<file path="src/rtl/vga_timing_ctrl.sv">
// VGA scan timing engine: programmable H/V counters, sync/blank decode, frame-boundary config apply.
// Optional config validation is compiled in with `define VGA_CFG_CHECK_EN.
module vga_timing_ctrl #(
  parameter int unsigned CNT_W     = 16,
  parameter int unsigned H_VIS_DEF = 640,
  parameter int unsigned H_SS_DEF  = 656,
  parameter int unsigned H_SE_DEF  = 752,
  parameter int unsigned H_TOT_DEF = 800,
  parameter int unsigned V_VIS_DEF = 480,
  parameter int unsigned V_SS_DEF  = 490,
  parameter int unsigned V_SE_DEF  = 492,
  parameter int unsigned V_TOT_DEF = 525,
  parameter bit          SYNC_ACT  = 1'b0
) (
  input  logic             clk_25MHz,
  input  logic             rst,
  input  logic             enable,
  input  logic             cfg_valid,
  output logic             cfg_ready,
  input  logic [CNT_W-1:0] cfg_h_vis,
  input  logic [CNT_W-1:0] cfg_h_ss,
  input  logic [CNT_W-1:0] cfg_h_se,
  input  logic [CNT_W-1:0] cfg_h_tot,
  input  logic [CNT_W-1:0] cfg_v_vis,
  input  logic [CNT_W-1:0] cfg_v_ss,
  input  logic [CNT_W-1:0] cfg_v_se,
  input  logic [CNT_W-1:0] cfg_v_tot,
  output logic [CNT_W-1:0] h_count,
  output logic [CNT_W-1:0] v_count,
  output logic             hsync,
  output logic             vsync,
  output logic             video_on,
  output logic             line_start,
  output logic             frame_start,
  output logic             cfg_pending,
  output logic             cfg_error
);

  typedef struct packed {
    logic [CNT_W-1:0] h_vis;
    logic [CNT_W-1:0] h_ss;
    logic [CNT_W-1:0] h_se;
    logic [CNT_W-1:0] h_tot;
    logic [CNT_W-1:0] v_vis;
    logic [CNT_W-1:0] v_ss;
    logic [CNT_W-1:0] v_se;
    logic [CNT_W-1:0] v_tot;
  } timing_t;

  typedef enum logic {
    SLOT_FREE,
    SLOT_PENDING
  } slot_t;

  localparam logic [CNT_W-1:0] ONE = CNT_W'(1);

  localparam timing_t TIMING_DEF = '{
    h_vis: CNT_W'(H_VIS_DEF),
    h_ss:  CNT_W'(H_SS_DEF),
    h_se:  CNT_W'(H_SE_DEF),
    h_tot: CNT_W'(H_TOT_DEF),
    v_vis: CNT_W'(V_VIS_DEF),
    v_ss:  CNT_W'(V_SS_DEF),
    v_se:  CNT_W'(V_SE_DEF),
    v_tot: CNT_W'(V_TOT_DEF)
  };

  timing_t          act_q, act_d, shd_q, cfg_in;
  slot_t            state_q, state_d;
  logic [CNT_W-1:0] h_d, v_d;
  logic             h_last, v_last, apply, xfer, cfg_ok;
  logic             hs_d, vs_d, vo_d, ls_d, fs_d;

  assign cfg_in = '{
    h_vis: cfg_h_vis, h_ss: cfg_h_ss, h_se: cfg_h_se, h_tot: cfg_h_tot,
    v_vis: cfg_v_vis, v_ss: cfg_v_ss, v_se: cfg_v_se, v_tot: cfg_v_tot
  };

`ifdef VGA_CFG_CHECK_EN
  localparam logic [CNT_W-1:0] TWO = CNT_W'(2);

  function automatic logic axis_ok(input logic [CNT_W-1:0] vis, ss, se, tot);
    return (vis < ss) && (ss < se) && (se <= tot) && (tot >= TWO);
  endfunction

  assign cfg_ok = axis_ok(cfg_h_vis, cfg_h_ss, cfg_h_se, cfg_h_tot) &&
                  axis_ok(cfg_v_vis, cfg_v_ss, cfg_v_se, cfg_v_tot);

  always_ff @(posedge clk_25MHz or posedge rst) begin
    if (rst) begin
      cfg_error <= 1'b0;
    end else if (xfer && !cfg_ok) begin
      cfg_error <= 1'b1;
    end
  end
`else
  assign cfg_ok    = 1'b1;
  assign cfg_error = 1'b0;
`endif

  assign xfer   = cfg_valid && cfg_ready;
  assign h_last = (h_count == act_q.h_tot - ONE);
  assign v_last = (v_count == act_q.v_tot - ONE);
  assign apply  = enable && h_last && v_last && (state_q == SLOT_PENDING);

  // Decode is taken from the next counts and next active timing, so the
  // registered syncs/strobes line up with the registered counts.
  always_comb begin
    state_d = state_q;
    act_d   = apply ? shd_q : act_q;
    h_d     = h_count;
    v_d     = v_count;

    if (enable) begin
      if (h_last) begin
        h_d = '0;
        v_d = v_last ? '0 : v_count + ONE;
      end else begin
        h_d = h_count + ONE;
      end
    end

    unique case (state_q)
      SLOT_FREE:    if (xfer && cfg_ok) state_d = SLOT_PENDING;
      SLOT_PENDING: if (apply)          state_d = SLOT_FREE;
      default:                          state_d = SLOT_FREE;
    endcase

    hs_d = ((h_d >= act_d.h_ss) && (h_d < act_d.h_se)) ? SYNC_ACT : ~SYNC_ACT;
    vs_d = ((v_d >= act_d.v_ss) && (v_d < act_d.v_se)) ? SYNC_ACT : ~SYNC_ACT;
    vo_d = (h_d < act_d.h_vis) && (v_d < act_d.v_vis);
    ls_d = enable && (h_d == '0);
    fs_d = ls_d && (v_d == '0);
  end

  always_ff @(posedge clk_25MHz or posedge rst) begin
    if (rst) begin
      h_count     <= '0;
      v_count     <= '0;
      act_q       <= TIMING_DEF;
      shd_q       <= TIMING_DEF;
      state_q     <= SLOT_FREE;
      hsync       <= ~SYNC_ACT;
      vsync       <= ~SYNC_ACT;
      video_on    <= 1'b1;
      line_start  <= 1'b0;
      frame_start <= 1'b0;
      cfg_ready   <= 1'b1;
      cfg_pending <= 1'b0;
    end else begin
      h_count     <= h_d;
      v_count     <= v_d;
      act_q       <= act_d;
      state_q     <= state_d;
      hsync       <= hs_d;
      vsync       <= vs_d;
      video_on    <= vo_d;
      line_start  <= ls_d;
      frame_start <= fs_d;
      cfg_ready   <= (state_d == SLOT_FREE);
      cfg_pending <= (state_d == SLOT_PENDING);
      if (xfer && cfg_ok) shd_q <= cfg_in;
    end
  end

endmodule

</file>
<file path="config.mk">
export PLATFORM = sky130hd
export DESIGN_NAME = vga_timing_ctrl
export DESIGN_NICKNAME = d
export VERILOG_FILES = /design/src/rtl/vga_timing_ctrl.sv
export SDC_FILE = /design/constraint.sdc
export NUM_CORES = 1
export LEC_CHECK = 0
export ABC_AREA = 0
export CORE_ASPECT_RATIO = 0.5
export CORE_MARGIN = 2
export CORE_UTILIZATION = 55
export CTS_CLUSTER_DIAMETER = 100
export DETAILED_ROUTE_END_ITERATION = 8
export GPL_ROUTABILITY_DRIVEN = 0
export HOLD_SLACK_MARGIN = 0.08
export MAX_ROUTING_LAYER = met4
export PLACE_DENSITY = 0.82
export REMOVE_ABC_BUFFERS = 1
export SYNTH_ARGS = -nofsm -noshare
export SYNTH_HDL_FRONTEND = slang
export SYNTH_SLANG_ARGS = --single-unit
</file>
<file path="constraint.sdc">
create_clock -name clk_25MHz -period 26 [get_ports clk_25MHz]
set_input_delay 5.2 -clock clk_25MHz [delete_from_list [all_inputs] [get_ports clk_25MHz]]
set_output_delay 5.2 -clock clk_25MHz [all_outputs]
set_load 0.005 [all_outputs]
</file>
# Yosys cells after proc, flatten, opt, wreduce, memory -nomap -nowiden
# Cells that the tools add are included.
[totals]
elab_cells = 61
output_inout_bits = 40
ff_bits = 295
in_bits = 132
[op_classes]
n_eq_ne = 2
n_mux = 11
addsub = 4
n_lt_le_gt_ge = 6
n_bitwise = 2
reduce_logical = 11
[op_table]
columns = ["cell", "count"]
rows = [
  ["$mux 128", 1],
  ["$mux 16", 5],
  ["$lt 16x16->1", 4],
  ["$add 16x1->16 const B", 2],
  ["$eq 16x16->1", 2],
  ["$ge 16x16->1", 2],
  ["$logic_not 16->1", 2],
  ["$sub 16x1->16 const B", 2],
  ["$logic_and 1x1->1", 9],
  ["$mux 1", 4],
  ["$not 1->1", 2],
  ["$pmux 1 s2", 1],
]

# Logic depth before layout (Yosys ltp)
[logic_depth]
word_depth = 9
mapped_depth = 22
ltp_nobuf = 20

# Least setup slack after synthesis
# No wires, ideal clock.
[synth_path]
path_kind = "in2reg"
startpoint = "input enable"
endpoint = "register video_on"
path_slack_ns = 17.620
cell_stages = 16
arrival_time_ns = 8.307
required_ns = 25.927
n_path_buf = 3
setup_time_ns = 0.073
cell_sequence = "inv_1 -> or4_1 -> nor4_1 -> buf_2 -> buf_2 -> buf_2 -> mux2i_1 -> ha_1 -> and4_1 -> a21oi_1 -> nand2_1 -> a2111oi_0 -> o21ai_0 -> a21oi_1 -> nand4_1 -> a21oi_1"
[synth_between]
elab_chain_cells = 6
elab_cells_between_ends = 9
classes_between = "2 x order compare; 3 x mux; 4 x reduce/logical"
[synth_rtl]
columns = ["item", "line_no", "text"]
rows = [
  ["from (decl)", "17", "input logic enable,"],
  ["$logic_and 1x1->1 (3 in a row)", "104", "assign apply = enable && h_last && v_last && (state_q == SLOT_PENDING);"],
  ["$mux 128", "110", "act_d = apply ? shd_q : act_q;"],
  ["$lt 16x16->1", "131", "vo_d = (h_d < act_d.h_vis) && (v_d < act_d.v_vis);"],
  ["$logic_and 1x1->1 *", "131", ""],
  ["via vo_d", "72", "logic hs_d, vs_d, vo_d, ls_d, fs_d;"],
  ["to (signal assigned)", "157", "video_on <= vo_d;"],
  ["to (decl)", "32", "output logic video_on,"],
]
# Mark *: on every way through the listed nets, which the timed path passes. The rest lies on a longest branch.
# A chain may end at the register's enable or synchronous reset.

# Worst setup path after layout
# Same ends and word-level chain as after synthesis.

==> metrics.cfg <==
[power]
netSwitchingFraction_pct = 27.2
p_int_uw = 936
power_mw = 1.29
clkPwrFrac_pct = 31.4
seqPwrFrac_pct = 49.4
peakVddDrop_mv = 0.0509
power_density_nw_per_um2 = 71.5
p_comb_share_pct = 19.2
power.switching_uw = 350
power.leakage_nw = 8.39

[run_status]
status = completed

[clock_network]
cts-root-buf = clkbuf_16
cts-resized-gates = 0
cts_max_level = 1
clk_pin_slew_worst_paths_ns = 0.07
clkLatencyLatePin_ns = 0.56
cts_sinks = 295
cts_tree = yes
ctsHoldBuffers = 0
clockBufferDepth = 3
postCtsSetupBuffers = 0
cts_buffers = 27

[drt]
wl_per_cell_um = 19.7
detail-route-antenna-nets = 0
drc_errors = 0
first_pass_iters = 5
dr.first_iter.drc_count = 823
vias_per_cell = 5.93
routed_wl_um = 35700
vias = 10700

[layout]
num-nets-final = 1666
area.growth.synth_to_final_pct = 18.6
layout-drive-gt1-share_pct = 19.9
final_core_util_pct = 67.3
n_antenna_cell = 0
fillCellCount = 1894

[synthesis]
synth_flop_cell = dfrtp_1
synth_top_area_share_pct = 37.1
synth_common_cells = 225 x dfrtp_1, 160 x mux2_2, 103 x inv_1, 100 x mux2i_1, 96 x ha_1
synth_area_leaders = dfrtp_1 37%, dfstp_2 12%, mux2_2 12%
synth_area_um2 = 15200
avgSynthCellArea_um2 = 11.7
async_reset_ff_share_pct = 100
yosysWarnings = 0
post-synth-top-area-cell = dfrtp_1
ys_ff_latch = 295
yosysMostFrequentCell = dfrtp_1
ys_seq_area_share_pct = 49.2
synth_cells = 1295
synth_cell_types = 68
synth-edff-count = 0

[sta]
setup_viol = 0
worst_pin_slew_ns = 1.09
finalCriticalPeriod_ns = 9.77
fin_crit_sh_pct = 37.6
fin_skew_ns = 0.0132
setup_ws_ns = 16.23
finalHoldViolations = 0
setup_tns_ns = 0
drv_slew = 0
timing.max_slew.rel_slack_pct = 27.4
rsz0062_at_grt = no
timing.fmax_mhz = 102
hold_slack_ns = 0.484

[die]
core-area_um2 = 26700
ios = 172
die_w_um = 239
start_util_pct = 56.7
fp-row-count = 42
dieHeight_um = 121
die_area_um2 = 29000

[global_routing]
grt_antenna_before_repair = 0
gr-usage-all-layers_pct = 25.8
first_global_vias = 11200
grt_pass1_wl_um = 57800
overflow = 0
grt_start_max_net_pins = 161

[placed_design]
dpl_worst_slack_ns = 15.80
port_buffers = 170
dp_hpwl_um = 25700

[critical_path]
crit_arrival_ns = 10.26
rrSetupSlack_ns = 19.58
cp-start-kind = input pin
critPathMaxFanout = 68
critical_path_required_ns = 26.49
endpoint_kind = flip-flop
worstSetupPathType = in -> reg

[min_path]
hold_path.class = reg -> reg

[run]
cap_violations = 0

## power groups by stage
stage          Sequential [mW]  Combinational, mW  Clock, mW
6_report                 0.635              0.248      0.404
5_1_grt                  0.644              0.273      0.432
4_1_cts                  0.636              0.250      0.410
3_5_place_dp             0.643              0.247          0
3_3_place_gp             0.639              0.236          0
2_1_floorplan            0.612              0.172          0
## worst paths after layout
path                       cells after the start        end  startpoint
max                                           17   video_on      enable
min                                            2  act_q[65]   shd_q[65]
max reg2reg                                   20   video_on    act_q[1]
min reg2reg                                    2  act_q[65]   shd_q[65]
max in group asynchronous                      3  act_q[28]         rst
min in group asynchronous                      2  shd_q[74]         rst
## cell usage in the layout (no fill, tap or decap), types with 6 or more instances in the layout
cell / synthesis / final
dfrtp_1: 225 / 225
clkdlybuf4s50_1: 0 / 170
mux2_2: 160 / 160
inv_1: 103 / 102
mux2i_1: 100 / 100
ha_1: 96 / 96
dfstp_2: 70 / 70
nor2_1: 44 / 44
nand2_1: 41 / 41
o21ai_0: 38 / 38
a21oi_1: 31 / 31
nand4_1: 29 / 29
a21o_1: 29 / 29
nand3_1: 27 / 27
clkbuf_16: 0 / 27
xnor2_1: 23 / 23
xor2_1: 22 / 22
nor3_1: 15 / 15
nor2b_1: 15 / 15
nor4_1: 16 / 14
nand2b_1: 13 / 13
and3_1: 12 / 12
clkbuf_1: 42 / 12
or4_1: 10 / 10
buf_4: 1 / 8
a31oi_1: 7 / 7
o21a_1: 7 / 7
nand4b_1: 6 / 6
o2111ai_1: 6 / 6
o211ai_1: 6 / 6
and4_1: 6 / 6
o211a_1: 6 / 6
## cells by family (layout without fill, tap and decap cells)
group / count (synthesis) / in the layout / synth area share, %
AO/OA/AOI/OAI: 167 / 167 / 7.44
flip-flops: 295 / 295 / 49.2
adder cells (fa/ha/maj): 96 / 96 / 7.92
XOR/XNOR: 46 / 46 / 2.75
AND/OR/NAND/NOR: 263 / 263 / 9.71
buffers and inverters: 167 / 331 / 4.45
multiplexers: 260 / 260 / 18.5
other: 1 / 1 / 0.0247
## registers in the layout (all words and copies together), names as in the netlist
name / count
cfg_ready: 1
frame_start: 1
state_q: 1
video_on: 1
vsync: 1
line_start: 1
shd_q: 128
v_count: 16
hsync: 1
h_count: 16
act_q: 128
## final cells by class
class                           instances  area (um^2)  area share (%)
Inverter                              103          394            2.19
Sequential cell                       295         7470            41.5
Tap cell                              352          440            2.45
Clock buffer                           44          790            4.39
Multi-Input combinational cell        833         7040            39.1
Clock inverter                          6         92.6           0.515
Timing Repair Buffer                  178         1760            9.79
## metrics by stage
step,cells,cell area [um^2]
final,1811,18000
after global routing,1811,18000
after CTS,1811,18000
after detailed placement,1761,17100
after global placement,1761,17100
after floorplan,1231,14900
## layer usage
metal | wire length [um] | vias to the layer above | share of wire [%] | track usage (%)
li1 | - | 4926 | - | -
met1 | 15000 | 5355 | 42 | 32.0
met2 | 17400 | 354 | 49 | 43.4
met3 | 2210 | 102 | 6.2 | 5.10
met4 | 1100 | 0 | 3.1 | 7.73
met5 | 0 | - | 0 | -
## worst max-delay path, stage by stage
cell             delay [ns]
clkdlybuf4s50_1        0.47
buf_4                  0.32
inv_1                  0.29
or4_1                  0.62
nor4_2                 0.25
buf_4                  0.88
mux2i_1                0.34
ha_1                   0.29
a21oi_1                0.14
nor2b_1                0.06
o21ai_0                0.20
nand2_1                0.07
a2111oi_0              0.35
o21ai_0                0.17
a21oi_1                0.24
nand4_1                0.13
a21oi_1                0.16
Note: power is estimated with default switching activity, not from simulation.
